**src/rtl/conv_sched_if.sv**
```systemverilog
// Handshake and control bus between the conv scheduler, the frame-level control and the MAC datapath.
// The scheduler side uses the master modport. The environment side uses the slave modport.
interface conv_sched_if #(
  parameter int NUM_LAYERS = 5,
  parameter int POSITIONS  = 9,
  parameter int OUT_CH     = 64,
  parameter int IN_CH      = 64,
  parameter int W_ADDR_W   = 18,
  parameter int B_ADDR_W   = 16,
  parameter int O_ADDR_W   = 10
);
  localparam int LW = (NUM_LAYERS > 1) ? $clog2(NUM_LAYERS) : 1;
  localparam int PW = (POSITIONS  > 1) ? $clog2(POSITIONS)  : 1;
  localparam int KW = (OUT_CH     > 1) ? $clog2(OUT_CH)     : 1;
  localparam int CW = (IN_CH      > 1) ? $clog2(IN_CH)      : 1;

  logic                start;
  logic                abort;
  logic                mac_ready;
  logic [W_ADDR_W-1:0] weight_addr;
  logic [B_ADDR_W-1:0] bias_addr;
  logic [O_ADDR_W-1:0] out_addr;
  logic [LW-1:0]       layer_idx;
  logic [PW-1:0]       pos_idx;
  logic [KW-1:0]       kernel_idx;
  logic [CW-1:0]       ch_idx;
  logic [3:0]          tap_idx;
  logic                mac_clr;
  logic                mac_en;
  logic                bias_en;
  logic                wb_en;
  logic                busy;
  logic                done;

  modport master (
    input  start, abort, mac_ready,
    output weight_addr, bias_addr, out_addr, layer_idx, pos_idx, kernel_idx, ch_idx, tap_idx,
           mac_clr, mac_en, bias_en, wb_en, busy, done
  );

  modport slave (
    output start, abort, mac_ready,
    input  weight_addr, bias_addr, out_addr, layer_idx, pos_idx, kernel_idx, ch_idx, tap_idx,
           mac_clr, mac_en, bias_en, wb_en, busy, done
  );
endinterface

```
**src/rtl/conv_scheduler.sv**
```systemverilog
// Sequencing controller for the shared Conv2D MAC datapath.
// It walks layer > pos > kernel > ch > tap and issues ROM addresses and MAC strobes aligned to a 1-cycle ROM latency.
module conv_scheduler #(
  parameter int NUM_LAYERS = 5,
  parameter int POSITIONS  = 9,
  parameter int OUT_CH     = 64,
  parameter int IN_CH      = 64,
  parameter int W_ADDR_W   = 18,
  parameter int B_ADDR_W   = 16,
  parameter int O_ADDR_W   = 10
) (
  input logic         clk,
  input logic         rst,
  conv_sched_if.master bus
);
  localparam int K  = IN_CH * 9;
  localparam int LW = (NUM_LAYERS > 1) ? $clog2(NUM_LAYERS) : 1;
  localparam int PW = (POSITIONS  > 1) ? $clog2(POSITIONS)  : 1;
  localparam int KW = (OUT_CH     > 1) ? $clog2(OUT_CH)     : 1;
  localparam int CW = (IN_CH      > 1) ? $clog2(IN_CH)      : 1;

  typedef enum logic [2:0] {
    S_IDLE, S_CLR, S_TAP, S_BADDR, S_BADD, S_WB, S_DONE
  } state_e;

  state_e        state_q, state_d;
  logic [LW-1:0] layer_q, layer_d;
  logic [PW-1:0] pos_q, pos_d;
  logic [KW-1:0] kernel_q, kernel_d;
  logic [CW-1:0] ch_q, ch_d;
  logic [3:0]    tap_q, tap_d;
  logic          issue;
  logic          mac_en_q;

  logic last_tap, last_ch, last_kernel, last_pos, last_layer;
  assign last_tap    = (tap_q == 4'd8);
  assign last_ch     = (ch_q == CW'(IN_CH - 1));
  assign last_kernel = (kernel_q == KW'(OUT_CH - 1));
  assign last_pos    = (pos_q == PW'(POSITIONS - 1));
  assign last_layer  = (layer_q == LW'(NUM_LAYERS - 1));

  // NOTE: every variable written here gets a default first so no path leaves it unassigned (no latches).
  always_comb begin
    state_d  = state_q;
    layer_d  = layer_q;
    pos_d    = pos_q;
    kernel_d = kernel_q;
    ch_d     = ch_q;
    tap_d    = tap_q;
    issue    = 1'b0;
    unique case (state_q)
      S_IDLE:  if (bus.start) state_d = S_CLR;
      S_CLR:   state_d = S_TAP;
      S_TAP: begin
        if (bus.mac_ready) begin
          issue = 1'b1;
          if (last_tap) begin
            tap_d = '0;
            if (last_ch) begin
              ch_d    = '0;
              state_d = S_BADDR;
            end else begin
              ch_d = ch_q + 1'b1;
            end
          end else begin
            tap_d = tap_q + 4'd1;
          end
        end
      end
      S_BADDR: state_d = S_BADD;
      S_BADD:  state_d = S_WB;
      S_WB: begin
        state_d = S_CLR;
        if (last_kernel) begin
          kernel_d = '0;
          if (last_pos) begin
            pos_d = '0;
            if (last_layer) begin
              layer_d = '0;
              state_d = S_DONE;
            end else begin
              layer_d = layer_q + 1'b1;
            end
          end else begin
            pos_d = pos_q + 1'b1;
          end
        end else begin
          kernel_d = kernel_q + 1'b1;
        end
      end
      S_DONE:  state_d = S_IDLE;
      default: state_d = S_IDLE;
    endcase
    // Abort wins over everything; zeroed indices make the next start begin at layer 0.
    if (bus.abort) begin
      state_d  = S_IDLE;
      layer_d  = '0;
      pos_d    = '0;
      kernel_d = '0;
      ch_d     = '0;
      tap_d    = '0;
      issue    = 1'b0;
    end
  end

  // NOTE: sequential state uses non-blocking assignments so every register samples pre-edge values.
  always_ff @(posedge clk) begin
    if (rst) begin
      state_q  <= S_IDLE;
      layer_q  <= '0;
      pos_q    <= '0;
      kernel_q <= '0;
      ch_q     <= '0;
      tap_q    <= '0;
      mac_en_q <= 1'b0;
    end else begin
      state_q  <= state_d;
      layer_q  <= layer_d;
      pos_q    <= pos_d;
      kernel_q <= kernel_d;
      ch_q     <= ch_d;
      tap_q    <= tap_d;
      mac_en_q <= issue;
    end
  end

  assign bus.weight_addr = W_ADDR_W'((32'(layer_q) * 32'(OUT_CH) + 32'(kernel_q)) * 32'(K)
                                     + 32'(ch_q) * 32'd9 + 32'(tap_q));
  assign bus.bias_addr   = B_ADDR_W'(32'(layer_q) * 32'(OUT_CH) + 32'(kernel_q));
  assign bus.out_addr    = O_ADDR_W'(32'(pos_q) * 32'(OUT_CH) + 32'(kernel_q));
  assign bus.layer_idx   = layer_q;
  assign bus.pos_idx     = pos_q;
  assign bus.kernel_idx  = kernel_q;
  assign bus.ch_idx      = ch_q;
  assign bus.tap_idx     = tap_q;
  assign bus.mac_clr     = (state_q == S_CLR);
  assign bus.mac_en      = mac_en_q;
  assign bus.bias_en     = (state_q == S_BADD);
  assign bus.wb_en       = (state_q == S_WB);
  assign bus.busy        = (state_q != S_IDLE);
  assign bus.done        = (state_q == S_DONE);
endmodule

```
**src/flat_wrapper.sv**
```systemverilog
// flat-port wrapper written by rule: the top's interface ports become plain ports
module conv_scheduler_flat 
#(
  parameter int NUM_LAYERS = 5,
  parameter int POSITIONS  = 9,
  parameter int OUT_CH     = 64,
  parameter int IN_CH      = 64,
  parameter int W_ADDR_W   = 18,
  parameter int B_ADDR_W   = 16,
  parameter int O_ADDR_W   = 10
)
  (clk, rst, bus_start, bus_abort, bus_mac_ready, bus_weight_addr, bus_bias_addr, bus_out_addr, bus_layer_idx, bus_pos_idx, bus_kernel_idx, bus_ch_idx, bus_tap_idx, bus_mac_clr, bus_mac_en, bus_bias_en, bus_wb_en, bus_busy, bus_done);
  conv_sched_if #(.NUM_LAYERS(NUM_LAYERS), .POSITIONS(POSITIONS), .OUT_CH(OUT_CH), .IN_CH(IN_CH), .W_ADDR_W(W_ADDR_W), .B_ADDR_W(B_ADDR_W), .O_ADDR_W(O_ADDR_W)) bus_i ();
  input logic clk;
  input logic rst;
  input wire logic [$bits(bus_i.start)-1:0] bus_start;
  input wire logic [$bits(bus_i.abort)-1:0] bus_abort;
  input wire logic [$bits(bus_i.mac_ready)-1:0] bus_mac_ready;
  output wire logic [$bits(bus_i.weight_addr)-1:0] bus_weight_addr;
  output wire logic [$bits(bus_i.bias_addr)-1:0] bus_bias_addr;
  output wire logic [$bits(bus_i.out_addr)-1:0] bus_out_addr;
  output wire logic [$bits(bus_i.layer_idx)-1:0] bus_layer_idx;
  output wire logic [$bits(bus_i.pos_idx)-1:0] bus_pos_idx;
  output wire logic [$bits(bus_i.kernel_idx)-1:0] bus_kernel_idx;
  output wire logic [$bits(bus_i.ch_idx)-1:0] bus_ch_idx;
  output wire logic [$bits(bus_i.tap_idx)-1:0] bus_tap_idx;
  output wire logic [$bits(bus_i.mac_clr)-1:0] bus_mac_clr;
  output wire logic [$bits(bus_i.mac_en)-1:0] bus_mac_en;
  output wire logic [$bits(bus_i.bias_en)-1:0] bus_bias_en;
  output wire logic [$bits(bus_i.wb_en)-1:0] bus_wb_en;
  output wire logic [$bits(bus_i.busy)-1:0] bus_busy;
  output wire logic [$bits(bus_i.done)-1:0] bus_done;
  assign bus_i.start = bus_start;
  assign bus_i.abort = bus_abort;
  assign bus_i.mac_ready = bus_mac_ready;
  assign bus_weight_addr = bus_i.weight_addr;
  assign bus_bias_addr = bus_i.bias_addr;
  assign bus_out_addr = bus_i.out_addr;
  assign bus_layer_idx = bus_i.layer_idx;
  assign bus_pos_idx = bus_i.pos_idx;
  assign bus_kernel_idx = bus_i.kernel_idx;
  assign bus_ch_idx = bus_i.ch_idx;
  assign bus_tap_idx = bus_i.tap_idx;
  assign bus_mac_clr = bus_i.mac_clr;
  assign bus_mac_en = bus_i.mac_en;
  assign bus_bias_en = bus_i.bias_en;
  assign bus_wb_en = bus_i.wb_en;
  assign bus_busy = bus_i.busy;
  assign bus_done = bus_i.done;
  conv_scheduler #(.NUM_LAYERS(NUM_LAYERS), .POSITIONS(POSITIONS), .OUT_CH(OUT_CH), .IN_CH(IN_CH), .W_ADDR_W(W_ADDR_W), .B_ADDR_W(B_ADDR_W), .O_ADDR_W(O_ADDR_W)) u_core (.clk(clk), .rst(rst), .bus(bus_i));
endmodule
```
**config.mk**
```make
export PLATFORM = sky130hd
export DESIGN_NAME = conv_scheduler_flat
export DESIGN_NICKNAME = d
export VERILOG_FILES = /design/src/rtl/conv_sched_if.sv /design/src/rtl/conv_scheduler.sv /design/src/flat_wrapper.sv
export SDC_FILE = /design/constraint.sdc
export NUM_CORES = 1
export LEC_CHECK = 0
export CORE_ASPECT_RATIO = 0.9
export CORE_UTILIZATION = 25
export CTS_CLUSTER_SIZE = 12
export DETAILED_ROUTE_END_ITERATION = 7
export SLEW_MARGIN = 20
export SYNTH_ARGS = -nofsm -noshare
export SYNTH_HDL_FRONTEND = slang
export SYNTH_SLANG_ARGS = --single-unit
```
**constraint.sdc**
```tcl
create_clock -name clk -period 4.4 [get_ports clk]
set_clock_uncertainty 0.05 [all_clocks]
set_input_delay 0.44 -clock clk [delete_from_list [all_inputs] [get_ports clk]]
set_output_delay 0.44 -clock clk [all_outputs]
set_load 0.05 [all_outputs]
```
======== Word level (Yosys, flattened, before mapping) ========
Cells that the tools add are included.
word-level totals
  register bits ........................... 27
  input port bits ......................... 5
  output and inout bits ................... 73
  word-level logic and storage cells ...... 57
cells by class
  add/sub/neg operators ................... 9
  $mul .................................... 2
  equality and inequality tests ........... 15
  muxes and demuxes ....................... 14
  bitwise operators ....................... 1
  reductions and logical operators ........ 9
operators with widths
  kind                   number
  $mul 32x4->12 const B  1
  $mux 3                 8
  $add 18x10->18         1
  $add 18x4->18          1
  $pmux 3 s6             1
  $add 6x1->6 const B    2
  $eq 3x3->1 const B     4
  $eq 6x6->1 const B     2
  $mux 6                 2
  $add 10x6->10          1
  $add 9x6->10           1
  $mul 6x4->10 const B   1
  $add 4x1->4 const B    2
  $eq 4x4->1 const B     2
  $mux 4                 2
  $eq 3x2->1 const B     2
  $reduce_and 3->1       2
  $ne 2x1->1 const B     2
  $ne 2x2->1 const B     2
  $reduce_and 2->1       2
  $reduce_and 4->1       1
  $add 3x1->3 const B    1
  $eq 3x1->1 const B     1
  $logic_not 3->1        1
  other kinds (5)        5

======== Logic depth before layout (Yosys ltp) ========
  depth in word-level cells ............... 5
  depth in mapped cells ................... 10

======== Least setup slack after synthesis ========
Ideal clock, no wire load.
  kind .................................... flip-flop to output port
  start point ............................. reg u_core.kernel_q[4] (netlist: u_core.bus.kernel_idx[4])
  end point ............................... out bus_weight_addr[15]
  arrival time ............................ 3.798 ns
  data required time ...................... 3.910 ns
  setup slack ............................. 0.112 ns
  stages on the path, launching flop included .. 10
  path through ............................ dfxtp_1 -> ha_1 -> ha_1 -> fa_1 -> a211o_1 -> a21o_1 -> and2_1 -> o211a_1 -> o22ai_1 -> nor3b_1
between the ends
  cells in the longest elaborated chain, start to end .. 4
RTL lines
  item                    line                   text
  start, declared         conv_scheduler.sv:29   logic [KW-1:0] kernel_q, kernel_d;
  start signal, assigned  conv_scheduler.sv:120  kernel_q <= kernel_d;
  $add 9x6->10            conv_scheduler.sv:127  assign bus.weight_addr = W_ADDR_W'((32'(layer_q) * 32'(OUT_CH) + 32'(kernel_q)) * 32'(K)
  $mul 32x4->12           conv_scheduler.sv:127
  $add 18x10->18          conv_scheduler.sv:128  + 32'(ch_q) * 32'd9 + 32'(tap_q));
  $add 18x4->18           conv_scheduler.sv:128
  end, declared           flat_wrapper.sv:19     output wire logic [$bits(bus_i.weight_addr)-1:0] bus_weight_addr;
Every way passes these cells.

======== Final worst setup path ========
  start point ............................. reg u_core.ch_q[3] (netlist: u_core.bus.ch_idx[3])
  end point ............................... out bus_weight_addr[10]
between the ends
  cells in the longest elaborated chain, start to end .. 3
RTL lines
  item                    line                   text
  start, declared         conv_scheduler.sv:30   logic [CW-1:0] ch_q, ch_d;
  start signal, assigned  conv_scheduler.sv:121  ch_q <= ch_d;
  $mul 6x4->10            conv_scheduler.sv:128
  $add 18x10->18          conv_scheduler.sv:128
  $add 18x4->18           conv_scheduler.sv:128
Every way passes these cells.

==> reports/metrics.yaml <==
synth.ff_latch_count: 27
post-cts-setup-buffer-count: 0
met3_usage_pct: 1.77
total_number_of_placement_rows: 35
postPlaceCellArea_sq_um: 3310
hold_end: "u_core.bus.tap_idx[1]$_SDFFE_PP0P_"
tritoncts: "done"
place_hpwl_um: 4990
multi_input_area_sq_um: 1810
worst_slack_ns: 0.210
grt_pass1_wl_um: 10300
ys.warnings.count: 0
synth.yosys.seq_area_share_pct: 20.6
worstPathRequired_ns: 3.91
insertion_delay_ns: 0.26
synthArstFlopShare_pct: 0
grt_util_met1_pct: 17.1
tightestPinTransition_ns: 0.536
yosys.area.top_type_share_pct: 20.6
worstReg2RegEnd: "u_core.bus.layer_idx[2]$_SDFFE_PP0P_"
post-synth-top-area-cell: "dfxtp_1"
result_of_the_run: "finished, final reports clean"
grt_usage_pct: 11.8
die_width_um: 110
route.detailed.drc: 0
clk_transition_reported_paths_ns: 0.07
start_util_pct: 25.7
synth_area_per_cell_sq_um: 8.08
hold_path_startpoint: "u_core.bus.tap_idx[1]$_SDFFE_PP0P_"
critical_path_arrival_ns: 3.70
holdPathStages: 2
drt-vias-per-instance: 4.59
rsz0062_at_grt: "false"
postCtsHoldBufs: 0
ctsLongestPathBuffers: 2
finalWorstPathRequiredPeriod_ns: 4.19
area.growth.synth_to_final_pct: 29.9
synth_most_common_cell: "ha_1"
n_fill_cell: 1081
finalWirelength_um: 6250
power_density_nw_per_um2: 143
cts-buffers-inserted: 3
first_global_vias: 2204
fp.coreArea_sq_um: 10200
final_net_count: 426
r2r-start: "u_core.state_q[0]$_SDFFE_PP0P_"
leakagePower_nw: 1.51
ctsHtreeMaxLevel: 1
drive_gt1_share_pct: 4.77
regArea_sq_um: 541
boundaryPins: 78
insertedDiodeCount: 0
ant_nets: 0
port_buffers: 70
routed_vias: 2323
fmax_achieved_ghz: 0.239
critPathLaunchType: "flip-flop"
finalHoldViolCount: 0
utilization_pct: 33.3
die_y_um: 99.1
maxCapViolations: 0
synth-main-ff-cell: "dfxtp_1"
synth-edff-count: 0
cts_sinks: 27
setup_total_negative_slack_ns: 0
top_usage_layer: "met2"
grt_overflow_total: 0
routedWlPerCell_um: 12.3
design.die.area_sq_um: 10900
cts_root_buf: "clkbuf_16"
power.ir.vdd_worst_mv: 0.123
grt_start_max_net_pins: 25
relSlewSlack_pct: 63.9
synth_commonest_cells: "40 x ha_1, 32 x nor2_1, 29 x buf_4"
syn-cell-area_sq_um: 2620
worst-r2r-setup-slack_ns: 2.28
design_area_sq_um: 3400
first_iter_violations: 68
grtUsageMet2_pct: 18.6
finalWeightedCongestion: 0.806
netlist_instances: 324
path_max_fanout: 8
synth.lib_cells_used.distinct: 47
hold_path.class: "reg2reg"
cp-end-kind: "output pin"
antenna_found_initial: 0
cts-resized-gates: 0
timing.final.setup_violations: 0
critical_path_class: "reg2out"
post_synth_main_area_contributors: "dfxtp_1 21%, ha_1 19%, buf_4 8.3%"
timing_max_transition_violations_final: 0
finalPower_mw: 0.487
drt_pre_antenna_iters: 4
dp_worst_setup_slack_ns: 0.378
timing.reg2reg.worst_path_depth: 7
min_period_over_period_pct: 95.2
## through the flow
stage | hold WS, ns | cells
after floorplan | 0.529 | 330
after global placement | 0.492 | 502
after detailed placement | 0.496 | 502
after CTS | 0.506 | 506
after global routing | 0.558 | 506
final | 0.503 | 506
## cells by family (layout without fill, tap and decap cells)
group                      after synthesis  count (layout)  share of synthesized area [%]
AOI/OAI and AO/OA                       60              60                           14.0
xor gates and xnor gates                29              29                           9.70
adders and majority gates               43              43                           21.4
buffers and inverters                   47              94                           10.9
DFF                                     27              27                           20.6
muxes                                    2               2                          0.764
other                                    1               7                          0.143
and+or+nand+nor                        115             115                           22.4
## routing by layer
metal	part of all wire (%)	vias to the layer above
li1	-	1208
met1	52	1059
met2	43	51
met3	4.8	5
met4	0.69	0
met5	0	-
## power breakdown
group          leakage [nW]  switching, mW  internal, mW
registers             0.218        0.00234         0.245
clock network        0.0409         0.0835         0.123
logic                  1.25         0.0248       0.00856
total                  1.51          0.111         0.376
## registers in the layout, indices dropped and copies added (netlist names)
name / cells
u_core.bus.pos_idx: 4
u_core.bus.tap_idx: 4
u_core.bus.layer_idx: 3
u_core.state_q: 3
u_core.bus.mac_en: 1
u_core.bus.kernel_idx: 6
u_core.bus.ch_idx: 6
## critical path, stage by stage (launching register included)
cell and delay, ns:
dfxtp_1 0.47, ha_1 0.29, ha_1 0.29, ha_1 0.24
a211oi_1 0.27, o21bai_1 0.14, a2111oi_0 0.44, o21ai_0 0.28
xor2_1 0.19, clkdlybuf4s50_1 0.83
## how the worst max path moves through the flow
| stage | from | to | slack (ns) | cells past startpoint |
|---|---|---|---|---|
| after global placement | u_core.bus.ch_idx[4]$_SDFFE_PP0P_ | bus_weight_addr[12] | 0.43 | 10 |
| final | u_core.bus.ch_idx[3]$_SDFFE_PP0P_ | bus_weight_addr[10] | 0.21 | 9 |
| after global routing | u_core.bus.ch_idx[0]$_SDFFE_PP0P_ | bus_weight_addr[10] | 0.04 | 9 |
| after CTS | u_core.bus.ch_idx[3]$_SDFFE_PP0P_ | bus_weight_addr[12] | 0.06 | 10 |
| after floorplan | u_core.bus.kernel_idx[4]$_SDFFE_PP0P_ | bus_weight_addr[15] | 0.11 | 9 |
| after detailed placement | u_core.bus.ch_idx[3]$_SDFFE_PP0P_ | bus_weight_addr[12] | 0.38 | 10 |
## layout by cell type (no fill, tap or decap), types with 2 or more instances in the layout
cell type	count
and3_1	4
nand3_1	12
or3_1	2
nor3_1	11
a21o_1	4
conb_1	7
nor2b_1	5
xnor2_1	17
o21a_1	2
buf_4	7
a21oi_1	25
nand2b_1	2
clkbuf_16	3
nand4_1	6
fa_1	3
ha_1	40
inv_1	14
o22ai_1	2
and2_1	2
nand2_1	23
o21ai_0	12
a21boi_0	2
and4_1	2
nor2_1	32
nor3b_1	5
clkdlybuf4s50_1	65
dlymetal6s2s_1	4
or2_2	4
xor2_1	12
a211oi_1	2
mux2i_1	2
dfxtp_1	27
## area by class of cell
cell class | count | area share [%]
multi-input combinational | 256 | 53.3
tap | 129 | 4.74
timing repair buffer | 76 | 22.1
sequential | 27 | 15.9
inverter | 14 | 1.54
clock buffer | 3 | 2.21
clock inverter | 1 | 0.147
No activity file was read; power rests on OpenSTA's default activity.
